`config.mk`:
```
export PLATFORM = sky130hd
export DESIGN_NAME = id_ex_stage_reg
export DESIGN_NICKNAME = d
export VERILOG_FILES = /design/src/rtl/mips_pkg.sv /design/src/rtl/load_use_detect.sv /design/src/rtl/id_ex_stage_reg.sv
export SDC_FILE = /design/constraint.sdc
export NUM_CORES = 1
export LEC_CHECK = 0
export BUFFER_PORTS_ARGS = -buffer_cell sky130_fd_sc_hd__buf_2
export CORE_UTILIZATION = 49
export CTS_BUF_LIST = sky130_fd_sc_hd__clkbuf_4 sky130_fd_sc_hd__clkbuf_8
export DETAILED_ROUTE_END_ITERATION = 8
export GPL_ROUTABILITY_DRIVEN = 0
export MAX_ROUTING_LAYER = met4
export PLACE_DENSITY = 0.82
export SLEW_MARGIN = 20
export SYNTH_ARGS = -nofsm -noshare
export SYNTH_HDL_FRONTEND = slang
export SYNTH_SLANG_ARGS = --single-unit
```
`constraint.sdc`:
```
create_clock -name i_clock -period 2.3 [get_ports i_clock]
set_input_delay 0.23 -clock i_clock [delete_from_list [all_inputs] [get_ports i_clock]]
set_output_delay 0.23 -clock i_clock [all_outputs]
set_load 0.01 [all_outputs]
```
`src/rtl/mips_pkg.sv`:
```
// Shared MIPS decode constants: instruction field positions, ctrl-bus bit
// indices and ALU operation-class codes used by the ID/EX pipeline register.
package mips_pkg;

    localparam int OPCODE_MSB = 31;
    localparam int OPCODE_LSB = 26;
    localparam int RS_MSB     = 25;
    localparam int RS_LSB     = 21;
    localparam int RT_MSB     = 20;
    localparam int RT_LSB     = 16;
    localparam int RD_MSB     = 15;
    localparam int RD_LSB     = 11;
    localparam int SHAMT_MSB  = 10;
    localparam int SHAMT_LSB  = 6;
    localparam int FUNCT_MSB  = 5;
    localparam int FUNCT_LSB  = 0;
    localparam int IMM_MSB    = 15;
    localparam int IMM_LSB    = 0;

    localparam int OPCODE_W   = 6;
    localparam int FUNCT_W    = 6;
    localparam int IMM_W      = 16;

    // i_ctrl = {alu_op_sel[1:0], zero_ext, alu_src, reg_dst, mem_read, mem_write, reg_write}
    localparam int CTRL_W          = 8;
    localparam int CTRL_REG_WRITE  = 0;
    localparam int CTRL_MEM_WRITE  = 1;
    localparam int CTRL_MEM_READ   = 2;
    localparam int CTRL_REG_DST    = 3;
    localparam int CTRL_ALU_SRC    = 4;
    localparam int CTRL_ZERO_EXT   = 5;
    localparam int CTRL_ALU_OP_LSB = 6;
    localparam int CTRL_ALU_OP_MSB = 7;

    localparam logic [OPCODE_W-1:0] OPCODE_SPECIAL = '0;

    typedef enum logic [1:0] {
        ALU_OP_R_IMM  = 2'b00,
        ALU_OP_MEM    = 2'b01,
        ALU_OP_BRANCH = 2'b10
    } alu_op_sel_e;

endpackage

```
`src/rtl/load_use_detect.sv`:
```
// Load-use hazard detector: flags when the load sitting in EX writes a register
// the instruction held in ID is about to read.
module load_use_detect #(
    parameter int NB_ADDR = 5
) (
    input  logic               i_ex_valid,
    input  logic               i_ex_mem_read,
    input  logic [NB_ADDR-1:0] i_ex_rt_addr,
    input  logic               i_id_valid,
    input  logic [NB_ADDR-1:0] i_id_rs_addr,
    input  logic [NB_ADDR-1:0] i_id_rt_addr,
    output logic               o_hazard
);

    // $zero never carries a dependency, so a load targeting it is harmless.
    assign o_hazard = i_ex_valid & i_ex_mem_read & i_id_valid
                    & (i_ex_rt_addr != '0)
                    & ((i_ex_rt_addr == i_id_rs_addr) | (i_ex_rt_addr == i_id_rt_addr));

endmodule

```
`src/rtl/id_ex_stage_reg.sv`:
```
// ID/EX pipeline register: decodes the ID instruction word into EX operands and
// controls, with flush, stall and load-use bubble insertion.
module id_ex_stage_reg
    import mips_pkg::*;
#(
    parameter int NB_DATA        = 32,
    parameter int NB_ADDR        = 5,
    parameter int NB_CTRL_OPCODE = 6,
    parameter int NB_ALU_OP_SEL  = 2
) (
    input  logic                      i_clock,
    input  logic                      i_reset_n,
    input  logic                      i_valid,
    input  logic                      i_stall,
    input  logic                      i_flush,
    input  logic [NB_DATA-1:0]        i_instruction,
    input  logic [NB_DATA-1:0]        i_rs_data,
    input  logic [NB_DATA-1:0]        i_rt_data,
    input  logic [CTRL_W-1:0]         i_ctrl,
    output logic                      o_valid,
    output logic [NB_CTRL_OPCODE-1:0] o_ctrl_opcode,
    output logic [NB_ALU_OP_SEL-1:0]  o_operation,
    output logic [NB_DATA-1:0]        o_rs_data,
    output logic [NB_DATA-1:0]        o_rt_data,
    output logic [NB_DATA-1:0]        o_imm,
    output logic [NB_ADDR-1:0]        o_shamt,
    output logic [NB_ADDR-1:0]        o_rs_addr,
    output logic [NB_ADDR-1:0]        o_rt_addr,
    output logic [NB_ADDR-1:0]        o_write_addr,
    output logic                      o_alu_src,
    output logic                      o_mem_read,
    output logic                      o_mem_write,
    output logic                      o_reg_write,
    output logic                      o_load_use_hazard
);

    logic [NB_ADDR-1:0]  id_rs_addr, id_rt_addr, id_rd_addr, id_shamt;
    logic [OPCODE_W-1:0] id_opcode;
    logic [FUNCT_W-1:0]  id_funct;
    logic [IMM_W-1:0]    id_imm16;
    logic                load_bubble;
    logic                load_en;

    logic                      d_valid;
    logic [NB_CTRL_OPCODE-1:0] d_ctrl_opcode;
    logic [NB_ALU_OP_SEL-1:0]  d_operation;
    logic [NB_DATA-1:0]        d_rs_data, d_rt_data, d_imm;
    logic [NB_ADDR-1:0]        d_shamt, d_rs_addr, d_rt_addr, d_write_addr;
    logic                      d_alu_src, d_mem_read, d_mem_write, d_reg_write;

    assign id_opcode  = i_instruction[OPCODE_MSB:OPCODE_LSB];
    assign id_funct   = i_instruction[FUNCT_MSB:FUNCT_LSB];
    assign id_imm16   = i_instruction[IMM_MSB:IMM_LSB];
    assign id_rs_addr = NB_ADDR'(i_instruction[RS_MSB:RS_LSB]);
    assign id_rt_addr = NB_ADDR'(i_instruction[RT_MSB:RT_LSB]);
    assign id_rd_addr = NB_ADDR'(i_instruction[RD_MSB:RD_LSB]);
    assign id_shamt   = NB_ADDR'(i_instruction[SHAMT_MSB:SHAMT_LSB]);

    load_use_detect #(
        .NB_ADDR (NB_ADDR)
    ) u_load_use_detect (
        .i_ex_valid    (o_valid),
        .i_ex_mem_read (o_mem_read),
        .i_ex_rt_addr  (o_rt_addr),
        .i_id_valid    (i_valid),
        .i_id_rs_addr  (id_rs_addr),
        .i_id_rt_addr  (id_rt_addr),
        .o_hazard      (o_load_use_hazard)
    );

    // Flush overrides stall, so a flushed edge always loads even when stalled.
    assign load_bubble = i_flush | o_load_use_hazard;
    assign load_en     = i_flush | ~i_stall;

    always_comb begin
        d_valid       = 1'b0;
        d_ctrl_opcode = '0;
        d_operation   = '0;
        d_rs_data     = '0;
        d_rt_data     = '0;
        d_imm         = '0;
        d_shamt       = '0;
        d_rs_addr     = '0;
        d_rt_addr     = '0;
        d_write_addr  = '0;
        d_alu_src     = 1'b0;
        d_mem_read    = 1'b0;
        d_mem_write   = 1'b0;
        d_reg_write   = 1'b0;
        if (!load_bubble) begin
            d_valid       = i_valid;
            d_ctrl_opcode = (id_opcode == OPCODE_SPECIAL) ? NB_CTRL_OPCODE'(id_funct)
                                                          : NB_CTRL_OPCODE'(id_opcode);
            d_operation   = NB_ALU_OP_SEL'(i_ctrl[CTRL_ALU_OP_MSB:CTRL_ALU_OP_LSB]);
            d_rs_data     = i_rs_data;
            d_rt_data     = i_rt_data;
            d_imm         = i_ctrl[CTRL_ZERO_EXT] ? NB_DATA'(id_imm16)
                                                  : {{(NB_DATA-IMM_W){id_imm16[IMM_W-1]}}, id_imm16};
            d_shamt       = id_shamt;
            d_rs_addr     = id_rs_addr;
            d_rt_addr     = id_rt_addr;
            d_write_addr  = i_ctrl[CTRL_REG_DST] ? id_rd_addr : id_rt_addr;
            d_alu_src     = i_ctrl[CTRL_ALU_SRC];
            d_mem_read    = i_valid & i_ctrl[CTRL_MEM_READ];
            d_mem_write   = i_valid & i_ctrl[CTRL_MEM_WRITE];
            d_reg_write   = i_valid & i_ctrl[CTRL_REG_WRITE];
        end
    end

    always_ff @(posedge i_clock or negedge i_reset_n) begin
        if (!i_reset_n) begin
            o_valid       <= 1'b0;
            o_ctrl_opcode <= '0;
            o_operation   <= '0;
            o_rs_data     <= '0;
            o_rt_data     <= '0;
            o_imm         <= '0;
            o_shamt       <= '0;
            o_rs_addr     <= '0;
            o_rt_addr     <= '0;
            o_write_addr  <= '0;
            o_alu_src     <= 1'b0;
            o_mem_read    <= 1'b0;
            o_mem_write   <= 1'b0;
            o_reg_write   <= 1'b0;
        end else if (load_en) begin
            o_valid       <= d_valid;
            o_ctrl_opcode <= d_ctrl_opcode;
            o_operation   <= d_operation;
            o_rs_data     <= d_rs_data;
            o_rt_data     <= d_rt_data;
            o_imm         <= d_imm;
            o_shamt       <= d_shamt;
            o_rs_addr     <= d_rs_addr;
            o_rt_addr     <= d_rt_addr;
            o_write_addr  <= d_write_addr;
            o_alu_src     <= d_alu_src;
            o_mem_read    <= d_mem_read;
            o_mem_write   <= d_mem_write;
            o_reg_write   <= d_reg_write;
        end
    end

endmodule

```
# After elaboration in Yosys (flattened, before gate mapping)
# Cells that the tools add are included.
[totals]
ff_bits = 129
in_bits = 109
output_inout_bits = 130
word_cells = 46
[op_classes]
n_eq_ne = 2
muxes = 17
bitwise = 11
reduce_logical = 2
[op_table]
columns = ["operator", "n"]
rows = [
  ["32-bit 2-to-1 mux", 4],
  ["5-bit 2-to-1 mux", 5],
  ["6-bit 2-to-1 mux", 2],
  ["5-bit == test", 2],
  ["1-bit bitwise AND", 7],
  ["6-bit zero test", 1],
  ["1-bit 2-to-1 mux", 5],
  ["5-bit nonzero test", 1],
  ["1-bit OR", 3],
  ["2-bit 2-to-1 mux", 1],
  ["1-bit inverter", 1],
]

# Depth between registers and ports, before layout
# Gate-level depths: netlist of the first run.
[logic_depth]
ltp_word = 6
mapped_depth = 8
ltp_nobuf = 6

# Modules after synthesis
# A second synthesis of the first run with hierarchy kept.
[hier_totals]
cells_unflattened = 311
area_unflattened_um2 = 4245.3
[by_module_without_submodules]
columns = ["module", "instances", "cells_per_inst", "area_each_um2", "seq_area_each_um2"]
rows = [
  ["id_ex_stage_reg", 1, 294, 4116.4, 2727.6],
  ["load_use_detect", 1, 17, 128.9, 0.0],
]

# Worst setup path before layout of the first run
# OpenSTA, ideal clock, no wires.
[synth_timing]
path_type = "reg-to-reg"
startpoint = "reg o_rt_addr[4]"
endpoint = "reg o_imm[0]"
setup_time_ns = 0.147
arrival_ns = 1.584
t_required_ns = 2.153
slack_ns = 0.569
stages_incl_launch_ff = 9
path_buffers = 2
synth_period_minus_slack_ns = 1.731
cell_sequence = "dfrtp_1 -> xnor2_1 -> nand3_1 -> nor3_1 -> o21ai_4 -> inv_2 -> buf_6 -> buf_6 -> o41ai_2"
[synth_via]
elab_chain_cells = 5
word_cells_on_any_way = 8
classes_between = "eq/ne: 2; mux: 1; bitwise: 4; reduce/logical: 1"
[synth_rtl]
columns = ["element", "line", "text"]
rows = [
  ["from (decl)", "id_ex_stage_reg.sv:28", "output logic [NB_ADDR-1:0] o_rt_addr,"],
  ["from (signal assigned)", "id_ex_stage_reg.sv:135", "o_rt_addr <= d_rt_addr;"],
  ["5-bit == test or 5-bit nonzero test (tied branches)", "load_use_detect.sv:18, load_use_detect.sv:17", ""],
  ["1-bit OR or 1-bit bitwise AND (tied branches)", "load_use_detect.sv:18, load_use_detect.sv:17", ""],
  ["1-bit bitwise AND *", "load_use_detect.sv:18", "& ((i_ex_rt_addr == i_id_rs_addr) | (i_ex_rt_addr == i_id_rt_addr));"],
  ["1-bit OR *", "id_ex_stage_reg.sv:72", "assign load_bubble = i_flush | o_load_use_hazard;"],
  ["32-bit 2-to-1 mux *", "id_ex_stage_reg.sv:90", "if (!load_bubble) begin"],
  ["to (signal assigned)", "id_ex_stage_reg.sv:132", "o_imm <= d_imm;"],
  ["to (decl)", "id_ex_stage_reg.sv:25", "output logic [NB_DATA-1:0] o_imm,"],
]
# Mark *: on every way between the ends. The rest lies on a longest branch, timed or not.
# A chain may end at the register's enable or synchronous reset.

# Worst setup path in the final report of the first run
[layout_timing]
startpoint = "reg o_rt_addr[0]"
endpoint = "out o_load_use_hazard"
[layout_via]
elab_chain_cells = 3
word_cells_on_any_way = 6
classes_between = "eq/ne: 2; bitwise: 3; reduce/logical: 1"
[layout_rtl]
columns = ["element", "line", "text"]
rows = [
  ["5-bit == test or 5-bit nonzero test (tied branches)", "load_use_detect.sv:18, load_use_detect.sv:17", ""],
  ["1-bit OR or 1-bit bitwise AND (tied branches)", "load_use_detect.sv:18, load_use_detect.sv:17", ""],
  ["1-bit bitwise AND *", "load_use_detect.sv:18", ""],
  ["to (decl)", "id_ex_stage_reg.sv:34", "output logic o_load_use_hazard"],
]
# Marked as above.

==> summary.txt, run 1 <==
Timing
  • TNS Setup: 0 ns
  • Final Cycle Share: 92.2%
  • Worst slew pin tran: 0.757 ns
  • Minimum clock period: 2.12 ns
  • Setup Skew: 0.00716 ns
  • Top achievable clock speed: 472 MHz
  • Finish-stage setup viols: 0
  • Slew headroom: 49.5%
  • Slew Viols, Final: 0
  • Fin. Hold Viols: 0
  • RSZ-0062 raised after global routing: no

Die
  • Initial core utilization: 50.3%
  • I/O pin cnt: 239
  • Total number of placement rows: 38
  • Die width: 107 µm
  • Die area: 0.0116 mm²
  • Die Ht: 107 µm
  • Core ar.: 0.0108 mm²

Global route
  • Vias in the first global route: 4757
  • GRT overflow: 0
  • Initial antenna violation count: 2
  • First-pass GRT wire length: 22.8 mm
  • Pin count of the biggest net entering global routing: 77
  • Total track usage: 26.5%

Logic synthesis
  • Ranking of synthesized cells by area: dfrtp_1, o41ai_2, nand2_1
  • Seq/Total Area, Yosys: 50.0%
  • Yosys cell types: 26
  • #FFs+latches synth: 109
  • Net Count, Synth: 621
  • Area of the mapped netlist: 0.00545 mm²
  • Synth warnings: 0
  • Synthesized area per cell: 10.6 µm²
  • Yosys top cell by area: dfrtp_1
  • Top cell type's share of synthesized area: 50.0%
  • Mapped Cells: 512

Finish
  • Reg area: 0.00273 mm²
  • Share of layout cells above drive strength 1: 46.1%
  • Post-Layout Cell Count: 855
  • Commonest non-fill, non-tap cell in the layout: buf_2
  • Multi-input gate area: 0.00203 mm²
  • FILL cells: 902
  • Most frequent cells in the layout: buf_2, dfrtp_1, nand2_1
  • Nets: 817
  • Synth-to-layout area growth: 25.9%

Routing
  • DRT antenna net count: 0
  • DRC Markers: 0
  • Vias per cell: 5.52
  • Drt first pass iters: 4
  • WL/cell: 17.1 µm
  • Vias: 4721
  • DRT iter0 DRCs: 295
  • Drt total wl: 14.7 mm

Pwr
  • Internal: 0.00282 W
  • Net Switching: 0.00110 W
  • Pwr per Cell Area: 570 mW/mm²
  • Net Sw Frac: 28.0%
  • Lkg Pwr: 3.90 nW
  • Clock network power share: 29.5%
  • Max rail drop VDD: 0.348 mV
  • Sequential power share: 53.3%
  • Comb pwr share: 17.2%

Worst setup path
  • Crit path capture type: primary output
  • Slowest cell on the critical path: dfrtp_1
  • Crit path required time: 2.07 ns
  • Crit-path leading delay family: flip-flops
  • Critical path buffers and inverters: 2
  • Critical-path cell list: xnor2_1, nand3_1, nor3_2, o21ai_4, inv_6, buf_2
  • Worst stage delay on the critical path: 0.45 ns
  • Worst-path fanout max: 18
  • WS Path Type: reg2out
  • Critical path arrival: 1.89 ns
  • CP Launch Type: register

Run
  • Max-Cap Viols: 0

Clock tree
  • Clock Tree Buf Depth: 2
  • Root Driver: clkbuf_8
  • Clock sinks: 109
  • CTS H-tree lvls: 3
  • Clock latency on the worst-skew pair: 0.37 ns
  • TritonCTS Buffers: 9
  • TritonCTS clock tree: yes
  • Postcts setup bufs: 0
  • Clk slew on worst S/H paths: 0.10 ns

Run status
  • Run status: finished clean

Placed design
  • Placed cells: 836
  • DP HPWL: 10.4 mm
  • Port bufs: 238

Worst hold path
  • Worst Hold Class: in2reg
-- cell usage after synthesis (all sizes together) --
master  count
inv        90
xor2        4
a22o        1
dfrtp     109
nand2      94
xnor2       6
a31o        2
clkbuf     32
buf        35
nand3       6
nor2        2
nor3        3
a21oi       5
nand3b      5
nor4        2
o21ai       9
and3        1
nor2b       1
o41ai      91
a32o       14
-- worst paths after layout --
path	startpoint	to	slack (ns)	cells past startpoint
max reg2reg	o_rt_addr[0]	o_ctrl_opcode[2]	0.47	7
min	i_rs_data[3]	o_rs_data[3]	0.09	3
min in group asynchronous	i_reset_n	o_rs_data[22]	0.40	2
min reg2reg	o_rt_data[19]	o_rt_data[19]	0.48	2
max in group asynchronous	i_reset_n	o_imm[15]	1.14	3
max	o_rt_addr[0]	o_load_use_hazard	0.18	6
-- timing repair --
item,CTS,global route
hold buffers,1,0
gates resized for setup,1,2
endpoints found under the hold margin,48,0
cloned,0,0
endpoints found under the setup margin,1,1
-- through the flow --
step / total power [W] / cell area, µm² / hold slack (ns) / utilization [%] / setup slack, ns
6_report: 0.00392 / 6870 / 0.0882 / 63.3 / 0.180
5_1_grt: 0.00410 / 6870 / 0.0659 / 63.3 / 0.0381
4_1_cts: 0.00396 / 6850 / 0.0692 / 63.2 / 0.0353
3_5_place_dp: 0.00280 / 6640 / 0.292 / 61.3 / 0.317
3_3_place_gp: 0.00277 / 6640 / 0.281 / 61.3 / 0.437
2_1_floorplan: 0.00248 / 5450 / -0.0656 / - / 0.569
-- state kept, by name, indices dropped and copies added (netlist names), 2 cells and up --
signal         flops
o_rs_data         32
o_rt_data         32
o_imm             17
o_ctrl_opcode      6
o_rs_addr          5
o_rt_addr          5
o_write_addr       5
o_operation        2
-- cell type report --
class,count,area share [%]
Clock inverter,6,0.929
Timing Repair Buffer,252,20.3
Antenna cell,2,0.0729
Multi-Input combinational cell,246,29.5
Inverter,90,4.99
Clock buffer,10,1.91
Sequential cell,109,39.7
Tap cell,140,2.55
-- worst min-delay path: stages --
cell,delay [ns]
buf_2,0.09
inv_1,0.04
o41ai_1,0.06
-- metal layers --
metal / track usage, % / routed length, µm
met2: 44.0 / 7420
met4: 13.8 / 573
met3: 4.72 / 730
met5: - / 0
met1: 30.8 / 5940
-- kinds of logic after synthesis --
kind of cell	synth area share (%)
AO/OA/AOI/OAI	26.6
XOR/XNOR	1.61
buffers and inverters	13.2
flip-flops	50.0
AND/OR/NAND/NOR	8.58
-- power groups by stage --
stage	combinational (W)	clock, W	sequential [W]
2_1_floorplan	0.000304	0	0.00217
3_3_place_gp	0.000652	0	0.00212
3_5_place_dp	0.000676	0	0.00212
4_1_cts	0.000678	0.00120	0.00209
5_1_grt	0.000736	0.00127	0.00210
6_report	0.000674	0.00115	0.00209
No activity file was read; power rests on OpenSTA's default activity.
==> inputs of run 2 (changes only) <==
--- a/config.mk
+++ b/config.mk
@@ -13,4 +13,5 @@
 export MAX_ROUTING_LAYER = met4
 export PLACE_DENSITY = 0.82
+export REMOVE_ABC_BUFFERS = 1
 export SLEW_MARGIN = 20
 export SYNTH_ARGS = -nofsm -noshare
==> constraint.sdc (replaced) <==
create_clock -name i_clock -period 2.3 [get_ports i_clock]
set_input_delay 0.345 -clock i_clock [delete_from_list [all_inputs] [get_ports i_clock]]
set_output_delay 0.345 -clock i_clock [all_outputs]
set_load 0.01 [all_outputs]
==> run 2 against run 1 <==
Compared with the run above: sequential power hardly changed; flip-flop and latch count stayed put; worst setup slack worse by 0.038 ns; total power hardly changed; first-iteration DRC count is 8.5% lower; critical path type unchanged; critical endpoint unchanged.
==> summary.txt, run 2 (synthesized netlist as in run 1, its figures left out) <==
Timing
  • Slew Viols, Final: 0 (unchanged)
  • Final Cycle Share: 93.8% (was 92.2%)
  • Top achievable clock speed: 464 MHz (was 472 MHz)
  • Worst slew pin tran: 0.829 ns (was 0.757 ns)
  • RSZ-0062 raised after global routing: no (unchanged)
  • Minimum clock period: 2.16 ns (was 2.12 ns)
  • Fin. Hold Viols: 0 (unchanged)
  • Slew headroom: 44.7% (was 49.5%)
  • Worst Slack Setup Final: 0.143 ns (was 0.180 ns)
  • Setup Skew: 0.0124 ns (was 0.00716 ns)
  • TNS Setup: 0 ns (unchanged)
  • Finish-stage setup viols: 0 (unchanged)

Routing
  • Drt total wl: 14.4 mm (was 14.7 mm)
  • DRC Markers: 0 (unchanged)
  • DRT antenna net count: 0 (unchanged)
  • Vias per cell: 5.43 (was 5.52)
  • WL/cell: 16.9 µm (was 17.1 µm)
  • DRT iter0 DRCs: 270 (was 295)
  • Vias: 4621 (was 4721)
  • Drt first pass iters: 4 (unchanged)

Global route
  • Vias in the first global route: 4661 (was 4757)
  • Pin count of the biggest net entering global routing: 78 (was 77)
  • GRT overflow: 0 (unchanged)
  • Initial antenna violation count: 0 (was 2)
  • First-pass GRT wire length: 22.4 mm (was 22.8 mm)
  • Total track usage: 25.5% (was 26.5%)

Finish
  • # diodes: 0 (was 2)
  • Nets: 816 (was 817)
  • Synth-to-layout area growth: 25.1% (was 25.9%)
  • Top flop regs: o_rs_data x32, o_rt_data x32, o_imm x17 (unchanged)
  • Commonest non-fill, non-tap cell in the layout: buf_2 (unchanged)
  • Most frequent cells in the layout: buf_2, dfrtp_1, nand2_1 (unchanged)
  • Share of layout cells above drive strength 1: 46.0% (was 46.1%)

Worst setup path
  • Worst r2r src: o_rt_addr[4] (was o_rt_addr[0])
  • Crit path required time: 1.96 ns (was 2.07 ns)
  • Critical Path Start: o_rt_addr[4] (was o_rt_addr[0])
  • Critical path arrival: 1.81 ns (was 1.89 ns)
  • CP Launch Type: register (unchanged)
  • WS Path Type: reg2out (unchanged)
  • Worst-path fanout max: 5 (was 18)
  • Crit path capture type: primary output (unchanged)

Clock tree
  • Clock sinks: 109 (unchanged)
  • CTS H-tree lvls: 3 (unchanged)
  • TritonCTS clock tree: yes (unchanged)
  • Clk slew on worst S/H paths: 0.10 ns (about the same)
  • Root Driver: clkbuf_8 (unchanged)
  • TritonCTS Buffers: 9 (unchanged)
  • Clock Tree Buf Depth: 2 (unchanged)
  • Clock latency on the worst-skew pair: 0.37 ns (about the same)

Worst hold path
  • Worst Hold Class: in2reg (unchanged)
  • Hold path start: i_rs_data[1] (was i_rs_data[3])

Pwr
  • Lkg Pwr: 3.89 nW (was 3.90 nW)
  • Max rail drop VDD: 0.300 mV (was 0.348 mV)
  • Pwr per Cell Area: 574 mW/mm² (was 570 mW/mm²)
  • Total Power: 0.00392 W (about the same)

Die
  • Die Ht: 107 µm (unchanged)
  • Total number of placement rows: 38 (unchanged)
  • Initial core utilization: 50.3% (unchanged)
  • Die width: 107 µm (unchanged)
  • Core ar.: 0.0108 mm² (unchanged)
  • Die area: 0.0116 mm² (unchanged)
  • I/O pin cnt: 239 (unchanged)

Placed design
  • DP HPWL: 9.89 mm (was 10.4 mm)
  • Port bufs: 238 (unchanged)
  • Pre-CTS setup slack: 0.267 ns (was 0.317 ns)

Run status
  • Run status: finished clean (unchanged)

Run
  • Max-Cap Viols: 0 (unchanged)
run 2: critical path, cell delays in order, from the launching register on:
cell and delay [ns]:
dfrtp_1 0.46, xnor2_1 0.19, nand3_1 0.15, nor3_4 0.25
o21ai_4 0.12, inv_4 0.12, buf_2 0.15
run 2: path summary, 6_finish.rpt:
kind / to / slack [ns] / cells after the start
setup / recovery: o_load_use_hazard / 0.14 / 6
hold reg to reg: o_rt_data[26] / 0.48 / 2
setup reg to reg: o_rt_data[13] / 0.45 / 7
hold / removal: o_rs_data[1] / 0.21 / 3
min in group asynchronous: o_rs_data[1] / 0.48 / 2
max in group asynchronous: o_rs_data[16] / 1.08 / 3
run 2: cell type report:
| class | instances | area (µm²) |
|---|---|---|
| multi-input cells | 246 | 2030 |
| inverters | 90 | 340 |
| well taps | 140 | 175 |
| clock buffers | 10 | 131 |
| flip-flops and latches | 109 | 2730 |
| repair buffers | 251 | 1360 |
| fillers | 915 | 4020 |
| clock inverters | 5 | 52.6 |
run 2: metal layers:
metal	up-vias	share of wire (%)	track usage, %	wire [µm]
met4	0	1.5	7.83	211
li1	2143	-	-	-
met1	2275	41	30.4	5840
met3	22	5.8	4.42	839
met5	-	0	-	0
met2	181	52	43.9	7510
run 2: through the flow:
| step | utilization (%) | std cells | instance area (µm²) | hold slack (ns) |
|---|---|---|---|---|
| floorplan | - | 445 | 5070 | 0.0494 |
| global route | 62.9 | 851 | 6820 | 0.202 |
| detailed placement | 60.8 | 833 | 6590 | 0.339 |
| CTS | 62.7 | 849 | 6800 | 0.200 |
| global placement | 60.8 | 833 | 6590 | 0.331 |
| finish | 62.9 | 851 | 6820 | 0.212 |
run 2: report_power, final:
part           internal, W  total, W  leakage (nW)  switching [W]
sequential         0.00202   0.00209          1.45      0.0000673
combinational     0.000285  0.000676          2.35       0.000391
clock             0.000506   0.00115        0.0953       0.000647
total              0.00281   0.00392          3.89        0.00110
run 2: repair_timing:
item | CTS | global route
pin swaps | 0 | 2
hold buffers | 1 | 0
endpoints found under the hold margin | 33 | 0
resized for setup | 2 | 1
endpoints found under the setup margin | 1 | 1
setup buffers | 0 | 2
==> inputs of run 3 (changes only) <==
- ABC_AREA: default -> 1
- CORE_UTILIZATION: 49 -> 48
==> run 3 against run 2 <==
Compared with the run above: clock skew up 0.0020 ns; critical path type unchanged; clock power increased by 18%; area after synthesis fell by 5.7%; via count decreased by 1.8%; cell count rose by 7.3%.
==> summary.txt, run 3 <==
Logic synthesis
  • Post-synth EDFFs: 0 (unchanged)
  • Top cell type's share of synthesized area: 53.1% (was 50.0%)
  • Ranking of synthesized cells by area: dfrtp_1, nand2_1, o21ai_2 (was dfrtp_1, o41ai_2, nand2_1)
  • Yosys cell types: 19 (was 26)
  • Commonest cells post-synth: nand2_1, dfrtp_1, o21ai_2 (was dfrtp_1, nand2_1, inv_1)
  • Area of the mapped netlist: 0.00514 mm² (was 0.00545 mm²)
  • FFs w/ async S/R, synth: 100% (unchanged)
  • Yosys top cell by area: dfrtp_1 (unchanged)
  • #FFs+latches synth: 109 (unchanged)
  • Seq/Total Area, Yosys: 53.1% (was 50.0%)
  • Count leader, synth: nand2_1 (was dfrtp_1)
  • Ys flop type: dfrtp_1 (unchanged)
  • Synthesized area per cell: 9.02 µm² (was 10.6 µm²)
  • Synth warnings: 0 (unchanged)
  • Mapped Cells: 570 (was 512)

Pwr
  • Pwr per Cell Area: 639 mW/mm² (was 574 mW/mm²)
  • Clock network power share: 32.9% (was 29.4%)
  • Comb pwr share: 16.3% (was 17.3%)
  • Internal: 0.00303 W (was 0.00281 W)
  • Net Sw Frac: 26.6% (was 28.2%)
  • Sequential power share: 50.7% (was 53.3%)
  • Total Power: 0.00413 W (was 0.00392 W)
  • Net Switching: 0.00110 W (about the same)
  • Max rail drop VDD: 0.392 mV (was 0.300 mV)
  • Lkg Pwr: 3.60 nW (was 3.89 nW)

Routing
  • DRC Markers: 0 (unchanged)
  • Vias: 4540 (was 4621)
  • Met2 wire length: 6.22 mm (was 7.51 mm)
  • Top Metal Used: met4 (unchanged)
  • Met3 WL: 950 µm (was 839 µm)
  • DRT iter0 DRCs: 362 (was 270)
  • Met1 Routed Length: 5.20 mm (was 5.84 mm)
  • Drt first pass iters: 5 (was 4)
  • Vias per cell: 4.97 (was 5.43)
  • Drt total wl: 12.6 mm (was 14.4 mm)
  • DRT antenna net count: 0 (unchanged)
  • WL/cell: 13.8 µm (was 16.9 µm)

Timing
  • Fin. Hold Viols: 0 (unchanged)
  • Setup Skew: 0.0144 ns (was 0.0124 ns)
  • Worst slew pin tran: 0.468 ns (was 0.829 ns)
  • Finish-stage setup viols: 0 (unchanged)
  • Top achievable clock speed: 518 MHz (was 464 MHz)
  • RSZ-0062 raised after global routing: no (unchanged)
  • Minimum clock period: 1.93 ns (was 2.16 ns)
  • Slew Viols, Final: 0 (unchanged)
  • Worst Slack Setup Final: 0.370 ns (was 0.143 ns)
  • Final Cycle Share: 83.9% (was 93.8%)
  • Slew headroom: 68.8% (was 44.7%)

Global route
  • Total track usage: 23.8% (was 25.5%)
  • Pin count of the biggest net entering global routing: 111 (was 78)
  • Vias in the first global route: 4269 (was 4661)
  • GRT overflow: 0 (unchanged)
  • First-pass GRT wire length: 20.5 mm (was 22.4 mm)
  • Initial antenna violation count: 0 (unchanged)

Die
  • Die width: 105 µm (was 107 µm)
  • I/O pin cnt: 239 (unchanged)
  • Die area: 0.0111 mm² (was 0.0116 mm²)
  • Core ar.: 0.0104 mm² (was 0.0108 mm²)
  • Total number of placement rows: 37 (was 38)
  • Die Ht: 105 µm (was 107 µm)
  • Initial core utilization: 49.6% (was 50.3%)

Placed design
  • Port bufs: 238 (unchanged)
  • Pre-CTS setup slack: 0.580 ns (was 0.267 ns)
  • Placed inst area: 0.00621 mm² (was 0.00659 mm²)
  • DP HPWL: 8.89 mm (was 9.89 mm)

Clock tree
  • Post-CTS sizing: 0 (was 2)
  • Postcts setup bufs: 0 (unchanged)
  • Clock latency on the worst-skew pair: 0.37 ns (about the same)
  • CTS H-tree lvls: 3 (unchanged)
  • Clock Tree Buf Depth: 2 (unchanged)
  • Clk slew on worst S/H paths: 0.10 ns (about the same)
  • Root Driver: clkbuf_8 (unchanged)
  • TritonCTS Buffers: 9 (unchanged)
  • Post-CTS Hold Fix Bufs: 1 (unchanged)
  • TritonCTS clock tree: yes (unchanged)
  • Clock sinks: 109 (unchanged)

Finish
  • Final instance area: 0.00646 mm² (was 0.00682 mm²)
  • Nets: 881 (was 816)
  • Top flop regs: o_rs_data x32, o_rt_data x32, o_imm x17 (unchanged)
  • Commonest non-fill, non-tap cell in the layout: buf_2 (unchanged)
  • Most frequent cells in the layout: buf_2, nand2_1, dfrtp_1 (was buf_2, dfrtp_1, nand2_1)
  • # diodes: 0 (unchanged)
  • Share of layout cells above drive strength 1: 43.6% (was 46.0%)
  • Synth-to-layout area growth: 25.7% (was 25.1%)

Worst setup path
  • Worst-path fanout max: 8 (was 5)
  • Critical path arrival: 1.59 ns (was 1.81 ns)
  • CP Launch Type: register (unchanged)
  • Crit path required time: 1.96 ns (about the same)
  • Worst stage delay on the critical path: 0.47 ns (was 0.46 ns)
  • Most used cell, CP: nand2_1
  • Critical-path cell list: inv_2, nand2_1, nand2_1, nor2_1, nand3_1, nand2_2, nand2_4, inv_1, buf_2 (was xnor2_1, nand3_1, nor3_4, o21ai_4, inv_4, buf_2)
  • Crit path capture type: primary output (unchanged)
  • Crit-path leading delay family: simple AND/OR/NAND/NOR gates (was flip-flops)
  • WS Path Type: reg2out (unchanged)
  • Slowest cell on the critical path: dfrtp_1 (unchanged)
  • R2r setup slk: 0.56 ns (was 0.45 ns)
  • Critical path buffers and inverters: 3 (was 2)

Run
  • Max-Cap Viols: 0 (unchanged)

Worst hold path
  • Worst Hold Class: in2reg (unchanged)

Run status
  • Run status: finished clean (unchanged)
==> run 3: cell count changes after synthesis, moves of 5 or more <==
cell	before	now
o41ai_2	54	0
o21ai_2	0	70
nand3b_1	5	0
inv_1	89	18
o21ai_0	8	36
clkbuf_1	32	21
nor2_1	2	20
a32o_1	14	0
nand2_1	94	233
nand4_1	0	8
buf_12	0	8
buf_6	6	0
o41ai_1	37	0
==> run 3: worst reg2reg max path, stage by stage (launching register included) <==
cell,delay (ns)
dfrtp_1,0.47
inv_2,0.06
nand2_1,0.06
nand2_1,0.05
nor2_1,0.10
nand3_1,0.10
nand2_2,0.10
nand2_4,0.09
nand2_4,0.13
buf_12,0.30
o21ai_0,0.17
==> run 3: routing by layer <==
metal / vias up / global-route usage, %
li1: 2191 / -
met1: 2124 / 29.9
met2: 203 / 38.4
met3: 22 / 4.64
met4: 0 / 8.93
met5: - / -
==> run 3: kinds of logic (layout without fill, tap and decap cells) <==
logic type	count (synthesis)	after routing	synth area share, %
flip-flops	109	109	53.1
buffers and inverters	76	283	9.66
AO/OA/AOI/OAI	116	116	16.6
AND/OR/NAND/NOR	267	267	20.3
XOR/XNOR	2	2	0.341
==> run 3: layout make-up <==
type                    instances  area, µm²
inverters                      22       82.6
well taps                     136        170
multi-input cells             385       1920
clock inverters                 3       65.1
clock buffers                  13        179
flip-flops and latches        109       2730
repair buffers                245       1310
fillers                       873       3910
==> run 3: power by group through the flow <==
stage / Combinational (W) / Sequential, W / Clock (W)
floorplan: 0.000258 / 0.00219 / 0
global placement: 0.000664 / 0.00213 / 0
detailed placement: 0.000679 / 0.00213 / 0
CTS: 0.000682 / 0.00209 / 0.00138
global route: 0.000747 / 0.00211 / 0.00145
finish: 0.000674 / 0.00210 / 0.00136
==> run 3: worst paths after layout <==
kind | from | end | depth (start not counted)
setup / recovery | o_rt_addr[4] | o_load_use_hazard | 9
max in group asynchronous | i_reset_n | o_write_addr[4] | 3
setup reg to reg | o_rt_addr[4] | o_rt_data[25] | 10
hold reg to reg | o_imm[13] | o_imm[13] | 2
hold / removal | i_rs_data[26] | o_rs_data[26] | 3
min in group asynchronous | i_reset_n | o_rs_data[1] | 2
==> run 3: per-stage QoR <==
stage | utilization, % | hold slack [ns] | instances | setup TNS, ns
final | 62.3 | 0.218 | 913 | 0
after floorplan | - | 0.0494 | 516 | -318.33
after global routing | 62.3 | 0.210 | 913 | 0
after global placement | 59.8 | 0.311 | 896 | 0
after CTS | 62.3 | 0.207 | 913 | 0
after detailed placement | 59.8 | 0.319 | 896 | 0
